--- src/rtl/gerador_sequencia_pkg.sv ---
// Shared lamp-bus definitions for the lamp-code generator and detector.
// Optional repeat mode of the generator is enabled with GERADOR_REPEAT_EN.
package lampadas_pkg;
   localparam int NBITS = 2;

   localparam logic [NBITS-1:0] LAMP_OFF  = 2'd0;
   localparam logic [NBITS-1:0] LAMP_UM   = 2'd1;
   localparam logic [NBITS-1:0] LAMP_DOIS = 2'd2;
   localparam logic [NBITS-1:0] LAMP_TRES = 2'd3;

   typedef enum logic [1:0] {
      ST_IDLE = 2'd0,
      ST_EMIT = 2'd1,
      ST_GAP  = 2'd2,
      ST_DONE = 2'd3
   } estado_t;

   // Code 0 sits in the low bits, so this emits 1, 2, 3 in that order.
   localparam logic [3*NBITS-1:0] SEQ_123 = {LAMP_TRES, LAMP_DOIS, LAMP_UM};
endpackage

--- src/rtl/gerador_sequencia_if.sv ---
// Control/lamp-bus bundle between user logic (master) and the generator (slave).
// Carries the extra `loop` request when GERADOR_REPEAT_EN is defined.
interface gerador_sequencia_if #(
   parameter int NBITS  = 2,
   parameter int MAXLEN = 4
);
   localparam int LW = $clog2(MAXLEN + 1);

   logic                    start;
   logic [MAXLEN*NBITS-1:0] seq_in;
   logic [LW-1:0]           len;
`ifdef GERADOR_REPEAT_EN
   logic                    loop;
`endif
   logic [NBITS-1:0]        lampadas;
   logic                    busy;
   logic                    done;

   modport master (
`ifdef GERADOR_REPEAT_EN
      output loop,
`endif
      output start, seq_in, len,
      input  lampadas, busy, done
   );

   modport slave (
`ifdef GERADOR_REPEAT_EN
      input  loop,
`endif
      input  start, seq_in, len,
      output lampadas, busy, done
   );
endinterface

--- src/rtl/gerador_sequencia_contador_hold.sv ---
// Loadable down-counter; tc flags the last cycle of a hold or gap interval.
module contador_hold #(
   parameter int W = 2
) (
   input  logic         clk,
   input  logic         reset,
   input  logic         load,
   input  logic [W-1:0] load_val,
   input  logic         en,
   output logic         tc
);
   logic [W-1:0] count_reg;

   always_ff @(posedge clk) begin
      if (!reset) begin
         count_reg <= '0;
      end else if (load) begin
         count_reg <= load_val;
      end else if (en && count_reg != '0) begin
         count_reg <= count_reg - 1'b1;
      end
   end

   assign tc = (count_reg == '0);
endmodule

--- src/rtl/gerador_sequencia.sv ---
// Lamp-code sequence generator: emits latched codes, HOLD cycles each, then GAP idle cycles and a done pulse.
// Define GERADOR_REPEAT_EN to add the `loop` input that restarts the pattern instead of finishing.
module gerador_sequencia #(
   parameter int NBITS  = 2,
   parameter int MAXLEN = 4,
   parameter int HOLD   = 1,
   parameter int GAP    = 2
) (
   input  logic               clk,
   input  logic               reset,
   gerador_sequencia_if.slave bus
);
   import lampadas_pkg::*;

   localparam int LW   = $clog2(MAXLEN + 1);
   localparam int TMAX = (HOLD > GAP) ? HOLD : ((GAP > 0) ? GAP : 1);
   localparam int CW   = $clog2(TMAX + 1);

   localparam logic [CW-1:0] HOLD_LOAD = CW'(HOLD - 1);
   localparam logic [CW-1:0] GAP_LOAD  = (GAP > 0) ? CW'(GAP - 1) : '0;
   localparam logic [LW-1:0] MAXLEN_L  = LW'(MAXLEN);

   localparam logic [1:0] S_IDLE = ST_IDLE;
   localparam logic [1:0] S_EMIT = ST_EMIT;
   localparam logic [1:0] S_GAP  = ST_GAP;
   localparam logic [1:0] S_DONE = ST_DONE;

   logic [1:0]              state_reg, state_next;
   logic [MAXLEN*NBITS-1:0] seq_reg, seq_next;
   logic [LW-1:0]           len_reg, len_next;
   logic [LW-1:0]           idx_reg, idx_next;
   logic [NBITS-1:0]        lampadas_reg, lampadas_next;
   logic                    busy_reg, busy_next;
   logic                    done_reg, done_next;

   logic [LW-1:0]           len_clamped;
   logic                    cnt_load, cnt_en, cnt_tc;
   logic [CW-1:0]           cnt_load_val;
   logic                    to_gap, to_end;

   assign len_clamped = (bus.len > MAXLEN_L) ? MAXLEN_L : bus.len;

   contador_hold #(.W(CW)) u_contador (
      .clk      (clk),
      .reset    (reset),
      .load     (cnt_load),
      .load_val (cnt_load_val),
      .en       (cnt_en),
      .tc       (cnt_tc)
   );

   // Outputs are computed one cycle ahead so lampadas/busy/done come straight from flops.
   always_comb begin
      state_next    = state_reg;
      seq_next      = seq_reg;
      len_next      = len_reg;
      idx_next      = idx_reg;
      lampadas_next = '0;
      done_next     = 1'b0;
      cnt_load      = 1'b0;
      cnt_load_val  = HOLD_LOAD;
      cnt_en        = 1'b0;
      to_gap        = 1'b0;
      to_end        = 1'b0;

      case (state_reg)
         S_IDLE: begin
            if (bus.start) begin
               seq_next = bus.seq_in;
               len_next = len_clamped;
               idx_next = '0;
               if (len_clamped != '0) begin
                  state_next    = S_EMIT;
                  lampadas_next = bus.seq_in[NBITS-1:0];
                  cnt_load      = 1'b1;
               end else begin
                  to_gap = 1'b1;
               end
            end
         end
         S_EMIT: begin
            if (cnt_tc) begin
               if (idx_reg == len_reg - 1'b1) begin
                  to_gap = 1'b1;
               end else begin
                  idx_next      = idx_reg + 1'b1;
                  lampadas_next = seq_reg[idx_next*NBITS +: NBITS];
                  cnt_load      = 1'b1;
               end
            end else begin
               cnt_en        = 1'b1;
               lampadas_next = lampadas_reg;
            end
         end
         S_GAP: begin
            if (cnt_tc) begin
               to_end = 1'b1;
            end else begin
               cnt_en = 1'b1;
            end
         end
         default: state_next = S_IDLE;
      endcase

      // A zero-length gap falls straight through to completion.
      if (to_gap) begin
         if (GAP > 0) begin
            state_next   = S_GAP;
            cnt_load     = 1'b1;
            cnt_load_val = GAP_LOAD;
         end else begin
            to_end = 1'b1;
         end
      end

      if (to_end) begin
         done_next  = 1'b1;
         state_next = S_DONE;
`ifdef GERADOR_REPEAT_EN
         if (bus.loop && len_next != '0) begin
            state_next    = S_EMIT;
            idx_next      = '0;
            lampadas_next = seq_next[NBITS-1:0];
            cnt_load      = 1'b1;
            cnt_load_val  = HOLD_LOAD;
         end
`endif
      end

      busy_next = (state_next != S_IDLE);
   end

   always_ff @(posedge clk) begin
      if (!reset) begin
         state_reg    <= S_IDLE;
         seq_reg      <= '0;
         len_reg      <= '0;
         idx_reg      <= '0;
         lampadas_reg <= '0;
         busy_reg     <= 1'b0;
         done_reg     <= 1'b0;
      end else begin
         state_reg    <= state_next;
         seq_reg      <= seq_next;
         len_reg      <= len_next;
         idx_reg      <= idx_next;
         lampadas_reg <= lampadas_next;
         busy_reg     <= busy_next;
         done_reg     <= done_next;
      end
   end

   assign bus.lampadas = lampadas_reg;
   assign bus.busy     = busy_reg;
   assign bus.done     = done_reg;
endmodule

--- src/flat_wrapper.sv ---
// flat-port wrapper written by rule: the top's interface ports become plain ports
module gerador_sequencia_flat import lampadas_pkg::*;
#(
   parameter int NBITS  = 2,
   parameter int MAXLEN = 4,
   parameter int HOLD   = 1,
   parameter int GAP    = 2
)
  (clk, reset, bus_start, bus_seq_in, bus_len, bus_lampadas, bus_busy, bus_done);
  gerador_sequencia_if #(.NBITS(NBITS), .MAXLEN(MAXLEN)) bus_i ();
  input  logic clk;
  input  logic reset;
  input wire logic [$bits(bus_i.start)-1:0] bus_start;
  input wire logic [$bits(bus_i.seq_in)-1:0] bus_seq_in;
  input wire logic [$bits(bus_i.len)-1:0] bus_len;
  output wire logic [$bits(bus_i.lampadas)-1:0] bus_lampadas;
  output wire logic [$bits(bus_i.busy)-1:0] bus_busy;
  output wire logic [$bits(bus_i.done)-1:0] bus_done;
  assign bus_i.start = bus_start;
  assign bus_i.seq_in = bus_seq_in;
  assign bus_i.len = bus_len;
  assign bus_lampadas = bus_i.lampadas;
  assign bus_busy = bus_i.busy;
  assign bus_done = bus_i.done;
  gerador_sequencia #(.NBITS(NBITS), .MAXLEN(MAXLEN), .HOLD(HOLD), .GAP(GAP)) u_core (.clk(clk), .reset(reset), .bus(bus_i));
endmodule
--- config.mk ---
export PLATFORM = sky130hd
export DESIGN_NAME = gerador_sequencia_flat
export DESIGN_NICKNAME = d
export VERILOG_FILES = /design/src/rtl/gerador_sequencia_pkg.sv /design/src/rtl/gerador_sequencia_if.sv /design/src/rtl/gerador_sequencia_contador_hold.sv /design/src/rtl/gerador_sequencia.sv /design/src/flat_wrapper.sv
export SDC_FILE = /design/constraint.sdc
export NUM_CORES = 1
export LEC_CHECK = 0
export CAP_MARGIN = 20
export CELL_PAD_IN_SITES_DETAIL_PLACEMENT = 1
export CELL_PAD_IN_SITES_GLOBAL_PLACEMENT = 1
export CORE_ASPECT_RATIO = 0.9
export CORE_MARGIN = 5
export CORE_UTILIZATION = 40
export CTS_BUF_LIST = sky130_fd_sc_hd__clkbuf_8
export DETAILED_ROUTE_END_ITERATION = 16
export PLACE_DENSITY_LB_ADDON = 0.1
export SYNTH_ARGS = -nofsm -noshare
export SYNTH_HDL_FRONTEND = slang
export SYNTH_SLANG_ARGS = --single-unit
--- constraint.sdc ---
create_clock -name clk -period 4.75 [get_ports clk]
set_input_delay 0.475 -clock clk [delete_from_list [all_inputs] [get_ports clk]]
set_output_delay 0.475 -clock clk [all_outputs]
set_load 0.01 [all_outputs]
### Word level (Yosys, flattened, before mapping)

Index checks and enable logic that the tools add are counted.

| operators by class | value |
|---|---|
| add/subtract/negate cells | 3 |
| $lt $le $gt $ge | 1 |
| equal/unequal tests | 6 |
| shift-type cells | 1 |
| mux-type cells | 34 |
| reduce and logical (&&, ||, !) cells | 11 |

Operator list:

| operator | count |
|---|---|
| two-way mux 2 bit | 10 |
| two-way mux 1 bit | 15 |
| two-way mux 3 bit | 4 |
| case mux 2 bit (2 select lines) | 2 |
| nonzero test 2 bit | 4 |
| variable part select 8 x 5 -> 2 bit | 1 |
| case mux 3 bit (2 select lines) | 1 |
| logical NOT 2 bit | 2 |
| != test 2 bit, second input constant | 2 |
| case mux 1 bit (2 select lines) | 2 |
| AND reduction 4 bit | 1 |
| adder 3 x 1 -> 3 bit, second input constant | 1 |
| equality test 3 bit | 1 |
| > comparator 3 bit, second input constant | 1 |
| nonzero test 3 bit | 1 |
| subtractor 3 x 1 -> 3 bit, second input constant | 1 |
| equality test 2 x 1 -> 1 bit, second input constant | 1 |
| equality test 2 bit, second input constant | 1 |
| != test 2 x 1 -> 1 bit, second input constant | 1 |
| AND reduction 2 bit | 1 |
| OR reduction 2 bit | 1 |
| subtractor 2 x 1 -> 2 bit, second input constant | 1 |
| logical AND 1 bit | 1 |

| storage, ports and cells | value |
|---|---|
| register bits | 22 |
| output and inout port bits | 4 |
| logic and storage cells | 64 |

### Logic depth before layout (Yosys ltp)

| depth | value |
|---|---|
| depth after elaboration | 9 |
| gate-level depth with buffers | 6 |

### Hierarchy

Synthesis repeated with hierarchy kept, for this count alone.

| second synthesis, totals | value |
|---|---|
| cell total of the unflattened synthesis | 128 |
| area, all modules | 1166.1 µm² |

By module, submodules not included:

| module | instances | cells each | area an instance (µm²) | sequential area each (µm²) |
|---|---|---|---|---|
| gerador_sequencia | 1 | 114 | 1043.5 | 400.4 |
| contador_hold | 1 | 14 | 122.6 | 40.0 |

### Worst setup path before layout

OpenSTA, ideal clock, no wires.

| timing | value |
|---|---|
| kind | reg-to-reg |
| start | register u_core.state_reg[0] |
| end | register u_core.state_reg[1] |
| data arrival time | 1.556 ns |
| data required time | 4.630 ns |
| slack | 3.074 ns |
| cell stages (with the launch flop) | 7 |
| path buffers | 1 |
| period minus slack after synthesis | 1.676 ns |
| cells stage by stage | dfxtp_1 > inv_1 > ha_1 > and2_1 > clkbuf_1 > a32o_2 > o31a_1 |

| between the ends | value |
|---|---|
| word-level cells in the longest chain between the ends | 5 |

Ends and longest elaborated chain:

| item | RTL line | text |
|---|---|---|
| from (decl) | gerador_sequencia.sv:28 | `logic [1:0] state_reg, state_next;` |
| from (signal assigned) | gerador_sequencia.sv:143 | `state_reg <= state_next;` |
| equality test 2 x 1 -> 1 bit or equality test 2 bit (tied branches) | gerador_sequencia.sv:66 | `case (state_reg)` |
| OR reduction 2 bit (no source line) | n/a |  |
| case mux 2 bit (2 select lines) | gerador_sequencia.sv:66 |  |
| two-way mux 2 bit | gerador_sequencia.sv:106 | `if (to_gap) begin` |
| two-way mux 2 bit * | gerador_sequencia.sv:116 | `if (to_end) begin` |

Every way passes the cells marked *; elsewhere a longest branch is shown, timed or not.
A chain may end at the register's enable or synchronous reset.

==> run_results.csv <==
group,metric,value,unit
status,status,"finished clean",
setup_path,crit_type,"primary input to flop",
yosys,ys.flop_type,"dfxtp_1",
setup_path,rr_worst_depth,6,
clocking,clkTransAtPathRegs,80,ps
yosys,synth-xor-area-share,3.54,%
setup_path,r2r_slack,2880,ps
yosys,async_flop_share,0,%
clocking,clk_latency,260,ps
yosys,synth_compound_area_share,20.0,%
yosys,synth_top_family_by_area,"simple AND/OR/NAND/NOR gates",
place,dp.cells,177,
route,vias,917,
global_routing,grt_antenna_before_repair,0,
hold_path,min_path_type,"flop to flop",
clocking,root_buffer,"clkbuf_8",
job,maxCapViolations,0,
power,worst_ir_drop_vdd,0.187,mV
timing,rsz0062_at_grt,"false",
clocking,cts_buffer_depth,2,
setup_path,start_kind,"primary input",
yosys,synth-edff-count,0,
clocking,cts_setup_buffers,0,
yosys,synth_cells,124,
hold_path,hold_start,"u_core.seq_reg[2]$_SDFFE_PN0P_",
setup_path,critical_path.top_delay_family,"buffers and inverters",
setup_path,crit_path_max_fanout,22,
layout,fin_cells,181,
yosys,syn_nets,144,
timing,max_freq,507,MHz
die,initial_core_util,41.6,%
route,drt-total-wl,2590,um
die,dieWidth,66.1,um
timing,fin_crit_sh,41.5,%
timing,worst_pin_slew,701,ps
global_routing,grt_max_degree,23,
global_routing,track_usage,14.9,%
place,io_buffers,17,
route,ant_nets,0,
setup_path,cpPeakStageDelay,920,ps
layout,nets,162,
route,drc,0,
setup_path,r2r-end,"u_core.idx_reg[0]$_SDFFE_PN0P_",
setup_path,worstPathRequired,4960,ps
route,wl_per_cell,14.3,um
die,core.rowCount,18,
clocking,cts_sinks,22,
power,p_per_area,372,mW/mm2
clocking,cts_tree,"yes",
layout,fillers,317,
yosys,yosys_register_bits,22,
timing,post-route-min-period,1970,ps
route,drt-initial-drc-count,51,
clocking,cts-buffers-inserted,3,
hold_path,holdPathEnd,"u_core.seq_reg[2]$_SDFFE_PN0P_",
yosys,synth.avg_cell_area,9.13,um2
hold_path,whs_path_depth,2,
timing,finalSetupTns,0,ps
yosys,synthSimpleGateAreaFrac,21.7,%
timing,drv_slew,0,
die,dieArea,0.00400,mm2
place,gp_congestion,0.754,
place,dp_hpwl,1970,um
setup_path,path_cells,"clkdlybuf4s50_1, nand3_1, a2111oi_0, a21o_1",
timing,final_hold_viol_count,0,
layout,largest_reg_flops,8,
route,via_per_inst,5.07,
setup_path,slowest_stage,"clkdlybuf4s50_1",
layout,syn2layout_area_growth,23.0,%
die,pin_count,18,
global_routing,overflow,0,
setup_path,cp.arrival,2180,ps
setup_path,path_depth,4,
route,dr.pass1.iters,4,
yosys,ys_types,36,
setup_path,crit_buf_inv,1,
setup_path,r2r_start,"u_core.len_reg[0]$_SDFFE_PN0P_",
timing,skew,4.05,ps
setup_path,end_kind,"flop",
timing,setup_viol_count_final,0,
yosys,synth_area,0.00113,mm2
yosys,yosysWarningCount,0,
global_routing,grt_pass1_vias,970,
timing,maxSlewHeadroom,53.1,%
yosys,yosysSeqAreaShare,38.9,%
yosys,synth-adder-area-share,6.63,%
die,core,0.00273,mm2
clocking,holdBufCountCts,0,
clocking,htreeDepth,1,
yosys,synthMuxAreaShare,5.30,%
layout,fin_area,0.00139,mm2
layout,layout_common_cells,"22 x nand2_1, 22 x dfxtp_1, 17 x clkdlybuf4s50_1",
power,power.leakage,0.517,nW
layout,diodes,0,
die,die-height,60.5,um
layout,drive_gt1_share,6.38,%
timing,hold_slack,472,ps
global_routing,grt_pass1_wl,4460,um
clocking,cts_resized,0,
place,placed_area,0.00134,mm2
logic make-up (layout without fill, tap and decap cells):
logic type | count (synthesis) | count (layout)
xor+xnor | 3 | 3
compound gates | 30 | 30
buf+inv | 12 | 29
simple gates | 48 | 48
flops | 22 | 22
fa+ha+maj | 6 | 6
mux | 3 | 3
worst reg2reg max path, stage by stage, from the launching register on:
cell	delay (ps)
dfxtp_1	390
inv_1	60
ha_1	310
xnor2_1	260
nor4bb_1	110
o41a_1	360
mux2_4	270
cells in the mapped netlist (all sizes together), types with 3 or more instances:
cell | number | area, um2
o31a | 3 | 26.3
nor3b | 3 | 27.5
ha | 6 | 75.1
nor3 | 4 | 20.0
a21boi | 9 | 67.6
nor2 | 4 | 15.0
a21oi | 4 | 20.0
dfxtp | 22 | 440
inv | 8 | 30.0
clkbuf | 4 | 15.0
nand2 | 22 | 82.6
o21ai | 3 | 15.0
nor2b | 5 | 31.3
metrics by stage:
| stage | utilization (%) | setup slack [ps] | power, mW |
|---|---|---|---|
| 6_report | 51.1 | 2780 | 0.518 |
| 5_1_grt | 51.1 | 2650 | 0.557 |
| 4_1_cts | 51.1 | 2770 | 0.529 |
| 3_5_place_dp | 49.1 | 2480 | 0.391 |
| 3_3_place_gp | 49.1 | 2600 | 0.385 |
| 2_1_floorplan | - | 3070 | 0.338 |
where the power goes:
part,switching [mW],internal [mW],total (mW)
Sequential,0.0182,0.208,0.226
Clock,0.0597,0.0739,0.134
Combinational,0.0820,0.0767,0.159
worst max-delay path by stage:
stage,startpoint,end,slack (ps)
final,reset,u_core.idx_reg[2]$_SDFFE_PN0P_,2780
after global routing,reset,u_core.idx_reg[2]$_SDFFE_PN0P_,2650
after CTS,reset,u_core.idx_reg[2]$_SDFFE_PN0P_,2770
after detailed placement,reset,u_core.idx_reg[2]$_SDFFE_PN0P_,2480
after global placement,reset,u_core.idx_reg[2]$_SDFFE_PN0P_,2600
after floorplan,u_core.state_reg[0]$_SDFF_PN0_,u_core.state_reg[1]$_SDFF_PN0_,3070
layout make-up:
| type | instances | area, um2 | area share [%] |
|---|---|---|---|
| clock buffers | 4 | 55.1 | 3.95 |
| flip-flops and latches | 22 | 440 | 31.6 |
| well taps | 40 | 50.0 | 3.59 |
| multi-input cells | 90 | 647 | 46.5 |
| repair buffers | 17 | 170 | 12.2 |
| inverters | 8 | 30.0 | 2.16 |
per-layer routing:
layer / routed length [um] / part of all wire [%] / GRT usage [%] / up-vias
met5: 0 / 0 / 0 / -
met4: 45 / 1.7 / 6.96 / 0
met3: 49 / 1.9 / 3.33 / 4
met1: 1250 / 48 / 18.3 / 434
met2: 1240 / 48 / 25.0 / 8
li1: - / - / - / 471
(Power assumes the default switching activity.)
==> RTL change 1: new RTL, config.mk and constraints unchanged <==
`NBITS` is set to 2 in 4 places; all go to 3.
--- a/src/rtl/gerador_sequencia_pkg.sv
+++ b/src/rtl/gerador_sequencia_pkg.sv
@@ -1,7 +1,7 @@
 // Shared lamp-bus definitions for the lamp-code generator and detector.
 // Optional repeat mode of the generator is enabled with GERADOR_REPEAT_EN.
 package lampadas_pkg;
-   localparam int NBITS = 2;
+   localparam int NBITS = 3;
 
    localparam logic [NBITS-1:0] LAMP_OFF  = 2'd0;
    localparam logic [NBITS-1:0] LAMP_UM   = 2'd1;
--- a/src/rtl/gerador_sequencia_if.sv
+++ b/src/rtl/gerador_sequencia_if.sv
@@ -1,7 +1,7 @@
 // Control/lamp-bus bundle between user logic (master) and the generator (slave).
 // Carries the extra `loop` request when GERADOR_REPEAT_EN is defined.
 interface gerador_sequencia_if #(
-   parameter int NBITS  = 2,
+   parameter int NBITS  = 3,
    parameter int MAXLEN = 4
 );
    localparam int LW = $clog2(MAXLEN + 1);
--- a/src/rtl/gerador_sequencia.sv
+++ b/src/rtl/gerador_sequencia.sv
@@ -1,7 +1,7 @@
 // Lamp-code sequence generator: emits latched codes, HOLD cycles each, then GAP idle cycles and a done pulse.
 // Define GERADOR_REPEAT_EN to add the `loop` input that restarts the pattern instead of finishing.
 module gerador_sequencia #(
-   parameter int NBITS  = 2,
+   parameter int NBITS  = 3,
    parameter int MAXLEN = 4,
    parameter int HOLD   = 1,
    parameter int GAP    = 2
--- a/src/flat_wrapper.sv
+++ b/src/flat_wrapper.sv
@@ -1,7 +1,7 @@
 // flat-port wrapper written by rule: the top's interface ports become plain ports
 module gerador_sequencia_flat import lampadas_pkg::*;
 #(
-   parameter int NBITS  = 2,
+   parameter int NBITS  = 3,
    parameter int MAXLEN = 4,
    parameter int HOLD   = 1,
    parameter int GAP    = 2
Interface: changed (resized bus_lampadas and bus_seq_in); port bits go from 18 to 23. The function was not compared with the original's and may differ.
==> RTL change 1 against the original RTL <==
  * Routed wire length increased by 25%
  * Register-to-register slack got worse by 0.14 ns
  * Sequential cell count grew 5
  * Area after synthesis up 21%
  * Global-route usage increased by 0.66 points
  * Power shrank 0.88%
  * Setup slack worse by 0.038 ns
  * Hold slack lost 0.011 ns
  * Cell area is 20% higher
  * Die area rose by 18%
  * First-iteration DRC count fell by 31%
  * Clock skew increased by 0.0017 ns
  * Via count grew 20%
  * Critical endpoint is now u_core.u_contador.count_reg[0]$_SDFFE_PN0P_
==> RTL change 1: results (changes against the original RTL) <==
| Metric | Value |
|---|---|
| DR vias | 1,104 (+20%) |
| Worst R2R Path Depth | 6 (unchanged) |
| Vias in the first global route | 1,200 (+24%) |
| Worst Path Max Fanout | 22 (unchanged) |
| Crit path from | u_core.state_reg[0]$_SDFF_PN0_ |
| Hold path startpoint | u_core.seq_reg[1]$_SDFFE_PN0P_ |
| # Post-CTS Setup Buffers | 0 (unchanged) |
| Mux cell area share after synthesis | 0.0565 (+0.00343) |
| Initial DRC count | 35 (-31%) |
| Clock transition at path regs | 0.10 ns (+0.02 ns) |
| Post-synth top cells | nand2_1, dfxtp_1, a21boi_1, a21oi_1, inv_1 |
| Logic gate share of total power | 0.232 (-0.074) |
| Global-route wire length before repair | 5660 µm (+27%) |
| Post-synthesis adder-cell area fraction | 0.0546 (-0.0117) |
| Fin nets | 195 (+20%) |
| Dominant synthesized flop cell | dfxtp_1 |
| Seq/Total Area, Yosys | 0.393 (+0.00449) |
| Reg2Reg Setup Slack | 2.74 ns (-0.14 ns) |
| H-Tree Depth | 1 (unchanged) |
| DPL Wire Length | 2410 µm (+22%) |
| Placement Cell Area | 0.00162 mm² (+21%) |
| GP Congestion | 0.725 (-3.8%) |
| Library cells used by synthesis | 37 (+2.8%) |
| Pleak | 0.607 nW (+17%) |
| Clock latency on the worst-skew pair | 0.28 ns (+0.02 ns) |
| Diode count | 0 (unchanged) |
| Initial antenna violation count | 0 (unchanged) |
| Post-Synth XOR/XNOR Area | 0.0565 (+0.0211) |
| Clock tree buffer depth | 2 (unchanged) |
| Worst VDD drop | 131 µV (-30%) |
| Total of warnings raised by yosys | 0 (unchanged) |
| Largest net degree at the start of global routing | 29 (+26%) |
| Sw Ratio | 0.296 (-0.0121) |
| Max FFs per register | 12 (+4) |
| Fillers | 393 (+24%) |
| Clock group power | 0.140 mW (+4%) |
| Reg2reg end | u_core.u_contador.count_reg[0]$_SDFFE_PN0P_ |
| Clk_skew | 0.00575 ns (+0.00170 ns) |
| Top post-synthesis cells by area | dfxtp_1, nand2_1, a21boi_1, ha_1, mux4_2 |
| Gr usage total | 0.156 (+0.00656) |
| Layout cell share with drive strength beyond 1 | 0.0706 (+0.00676) |
| Endpoint, Worst Hold | u_core.seq_reg[1]$_SDFFE_PN0P_ |
| HP Class | reg2reg |
| Synth top area share | 0.393 (+0.00449) |
| Status | finished clean |
| Area fraction in compound gates after synthesis | 0.188 (-0.0124) |
| Number of port buffers | 22 (+5) |
| Ys async rst share | 0 (unchanged) |
| Post-Route WL | 3240 µm (+25%) |
| Worst Hold Slack | 0.461 ns (-0.0105 ns) |
| Synthesized Nets | 176 (+22%) |
| Post_cts resized | 0 (unchanged) |
| Relative slew slack | 0.405 (-0.127) |
| Final setup fails | 0 (unchanged) |
RTL change 1: changes by cell type after synthesis, moves of 3 or more:
cell and delta:
a21boi_0 -9, a21boi_1 +13, a21oi_1 +6, dfxtp_1 +5
nand2_1 +13, or3b_1 +3
RTL change 1: worst max-delay path, cell delays in order (launching register included):
cell     delay (ns)
dfxtp_1        0.40
inv_1          0.09
ha_1           0.26
nand2_1        0.56
nand2_1        0.14
or3_1          0.34
o211a_1        0.13
RTL change 1: how the worst max path moves through the flow:
stage	end
floorplan	u_core.bus.busy$_SDFF_PN0_
global placement	u_core.state_reg[0]$_SDFF_PN0_
detailed placement	u_core.state_reg[0]$_SDFF_PN0_
CTS	u_core.u_contador.count_reg[0]$_SDFFE_PN0P_
global route	u_core.u_contador.count_reg[0]$_SDFFE_PN0P_
finish	u_core.u_contador.count_reg[0]$_SDFFE_PN0P_
RTL change 1: area by class of cell:
type / instances / area, µm² / share of cell area
clock inverters: 1 / 7.51 / 0.00450
clock buffers: 3 / 41.3 / 0.0248
multi-input cells: 110 / 776 / 0.465
repair buffers: 22 / 220 / 0.132
inverters: 7 / 26.3 / 0.0158
flip-flops and latches: 27 / 541 / 0.324
well taps: 44 / 55.1 / 0.0330
RTL change 1: metal layers:
metal	up-vias	part of all wire	GRT usage	routed length (µm)
met5	-	0	0	0
met4	0	0.011	0.0423	36
met3	5	0.038	0.0321	124
met2	16	0.46	0.252	1510
met1	527	0.49	0.209	1580
li1	556	-	-	-
RTL change 1: per-stage QoR:
| step | instances | power, mW | setup WS (ns) |
|---|---|---|---|
| after global routing | 214 | 0.548 | 2.55 |
| after global placement | 210 | 0.376 | 2.62 |
| final | 214 | 0.514 | 2.74 |
| after detailed placement | 210 | 0.381 | 2.53 |
| after floorplan | 152 | 0.338 | 3.09 |
| after CTS | 214 | 0.519 | 2.74 |
==> RTL change 2: new RTL, config.mk and constraints unchanged <==
Without the edit above. Reset style: asynchronous (`reset`), changed in 2 clocked blocks.
--- a/src/rtl/gerador_sequencia_contador_hold.sv
+++ b/src/rtl/gerador_sequencia_contador_hold.sv
@@ -11,7 +11,7 @@
 );
    logic [W-1:0] count_reg;
 
-   always_ff @(posedge clk) begin
+   always_ff @(posedge clk or negedge reset) begin
       if (!reset) begin
          count_reg <= '0;
       end else if (load) begin
--- a/src/rtl/gerador_sequencia.sv
+++ b/src/rtl/gerador_sequencia.sv
@@ -130,7 +130,7 @@
       busy_next = (state_next != S_IDLE);
    end
 
-   always_ff @(posedge clk) begin
+   always_ff @(posedge clk or negedge reset) begin
       if (!reset) begin
          state_reg    <= S_IDLE;
          seq_reg      <= '0;
Behaviour: differs if reset is asserted again (counterexample within 4 cycles, from zero or initial values and one cycle with reset low); with reset held inactive, the same outputs for 10 cycles.
==> RTL change 2 against the original RTL <==
  * Cell area increased by 4.1%
  * Setup slack got worse by 0.14 ns
  * Routed wire length fell by 1.6%
  * Highest routed layer unchanged
  * Area after synthesis grew 3.2%
  * Hold slack better by 0.00062 ns
  * Sequential cell count did not move
  * Register-to-register slack worse by 0.24 ns
  * Utilization grew 1.2 points
  * Final cell count fell by 8.8%
  * Synthesized cell count decreased by 15%
Power is not compared: it rests on default switching activity, and its combinational part moved more than twofold at a synthesized area within 25%.
==> RTL change 2: results (changes against the original RTL) <==
| Metric | Value |
|---|---|
| Clk_skew | 0.00487 ns (+0.000819 ns) |
| Initial DRC count | 27 (-47%) |
| Reg2Reg Setup Slack | 2.64 ns (-0.24 ns) |
| Post-synthesis adder-cell area fraction | 0.0749 (+0.00865) |
| Place WS | 2.45 ns (-0.0286 ns) |
| Status | finished clean |
| Hold path startpoint | u_core.seq_reg[0]$_DFFE_PN0P_ |
| Critical path's top delay family | compound AO/OA/AOI/OAI gates |
| Register area | 551 µm² (+25%) |
| Clock-cell share of area | 0.0285 (-0.0111) |
| Gr usage total | 0.147 (-0.00219) |
| Layout cell share with drive strength beyond 1 | 0.104 (+0.0402) |
| Post-Route WL | 2550 µm (-1.6%) |
| Least-Margin Pin Slew | 0.694 ns (-0.00723 ns) |
| Synthesized Nets | 127 (-12%) |
| Top post-synthesis cells by area | dfrtp_1, ha_1, mux2_2, o21ai_0, inv_1 |
| Worst Hold Slack | 0.473 ns (+0.000620 ns) |
| Fillers | 309 (-2.5%) |
| Endpoint, Worst Hold | u_core.seq_reg[0]$_DFFE_PN0P_ |
| Nonclk buf count | 18 (+1) |
| Met3 Wirelength | 108 µm (+120%) |
| Library cells used by synthesis | 31 (-14%) |
| Dominant synthesized flop cell | dfrtp_1 |
| Placed insts | 161 (-9.0%) |
| Worst Path Max Fanout | 19 (-14%) |
| Vias in the first global route | 947 (-2.4%) |
| Mux cell area share after synthesis | 0.126 (+0.0733) |
| Crit-path max cell delay | 0.40 ns (-0.52 ns) |
| Area growth syn-to-layout | 24.1% |
| Reg2reg start | u_core.state_reg[0]$_DFF_PN0_ |
| Wire length on met1 | 1230 µm (-1.4%) |
| Global-route wire length before repair | 4370 µm (-2.0%) |
| Post-synth top cells | dfrtp_1, o21ai_0, inv_1, nand2_1 |
| Fin nets | 148 (-8.6%) |
| Reg2reg end | u_core.idx_reg[1]$_DFFE_PN0P_ |
| Mean Syn Cell Area | 11.0 µm² (+21%) |
| Placement Cell Area | 0.00138 mm² (+3.3%) |
| GP Congestion | 0.750 (-0.49%) |
| Final std cells w/o fill | 165 (-8.8%) |
| Seq/Total Area, Yosys | 0.471 (+0.0821) |
| Invs w/o clock | 10 (+2) |
| WL met2 | 1160 µm (-6.5%) |
| CP max-delay cell | nand2_1 |
| Non-clock buffer share | 0.136 (+0.0141) |
| DPL Wire Length | 1910 µm (-2.9%) |
| DR vias | 848 (-7.5%) |
| Ys async rst share | 1.00 (+1.00) |
| Critical path class | reg2reg |
| CP Data Arrival Time | 2.24 ns (+0.06 ns) |
| Grt met1 use | 0.190 (+0.00700) |
| Post-Synth XOR/XNOR Area | 0.0503 (+0.0150) |
| Area fraction in compound gates after synthesis | 0.124 (-0.0758) |
[RTL change 2: worst min-delay path, cell delays in order (launching register included)]
cell	delay, ns
dfrtp_1	0.34
nand2_1	0.04
o21ai_0	0.06
[RTL change 2: worst max path at each step]
stage / slack (ns) / cells past startpoint / start / endpoint
after floorplan: 3.06 / 6 / u_core.len_reg[0]$_DFFE_PN0P_ / u_core.idx_reg[1]$_DFFE_PN0P_
final: 2.64 / 6 / u_core.state_reg[0]$_DFF_PN0_ / u_core.idx_reg[1]$_DFFE_PN0P_
after CTS: 2.62 / 6 / u_core.state_reg[0]$_DFF_PN0_ / u_core.idx_reg[1]$_DFFE_PN0P_
after global routing: 2.39 / 6 / u_core.state_reg[0]$_DFF_PN0_ / u_core.idx_reg[1]$_DFFE_PN0P_
after detailed placement: 2.45 / 5 / bus_start / u_core.idx_reg[1]$_DFFE_PN0P_
after global placement: 2.56 / 5 / bus_start / u_core.idx_reg[1]$_DFFE_PN0P_
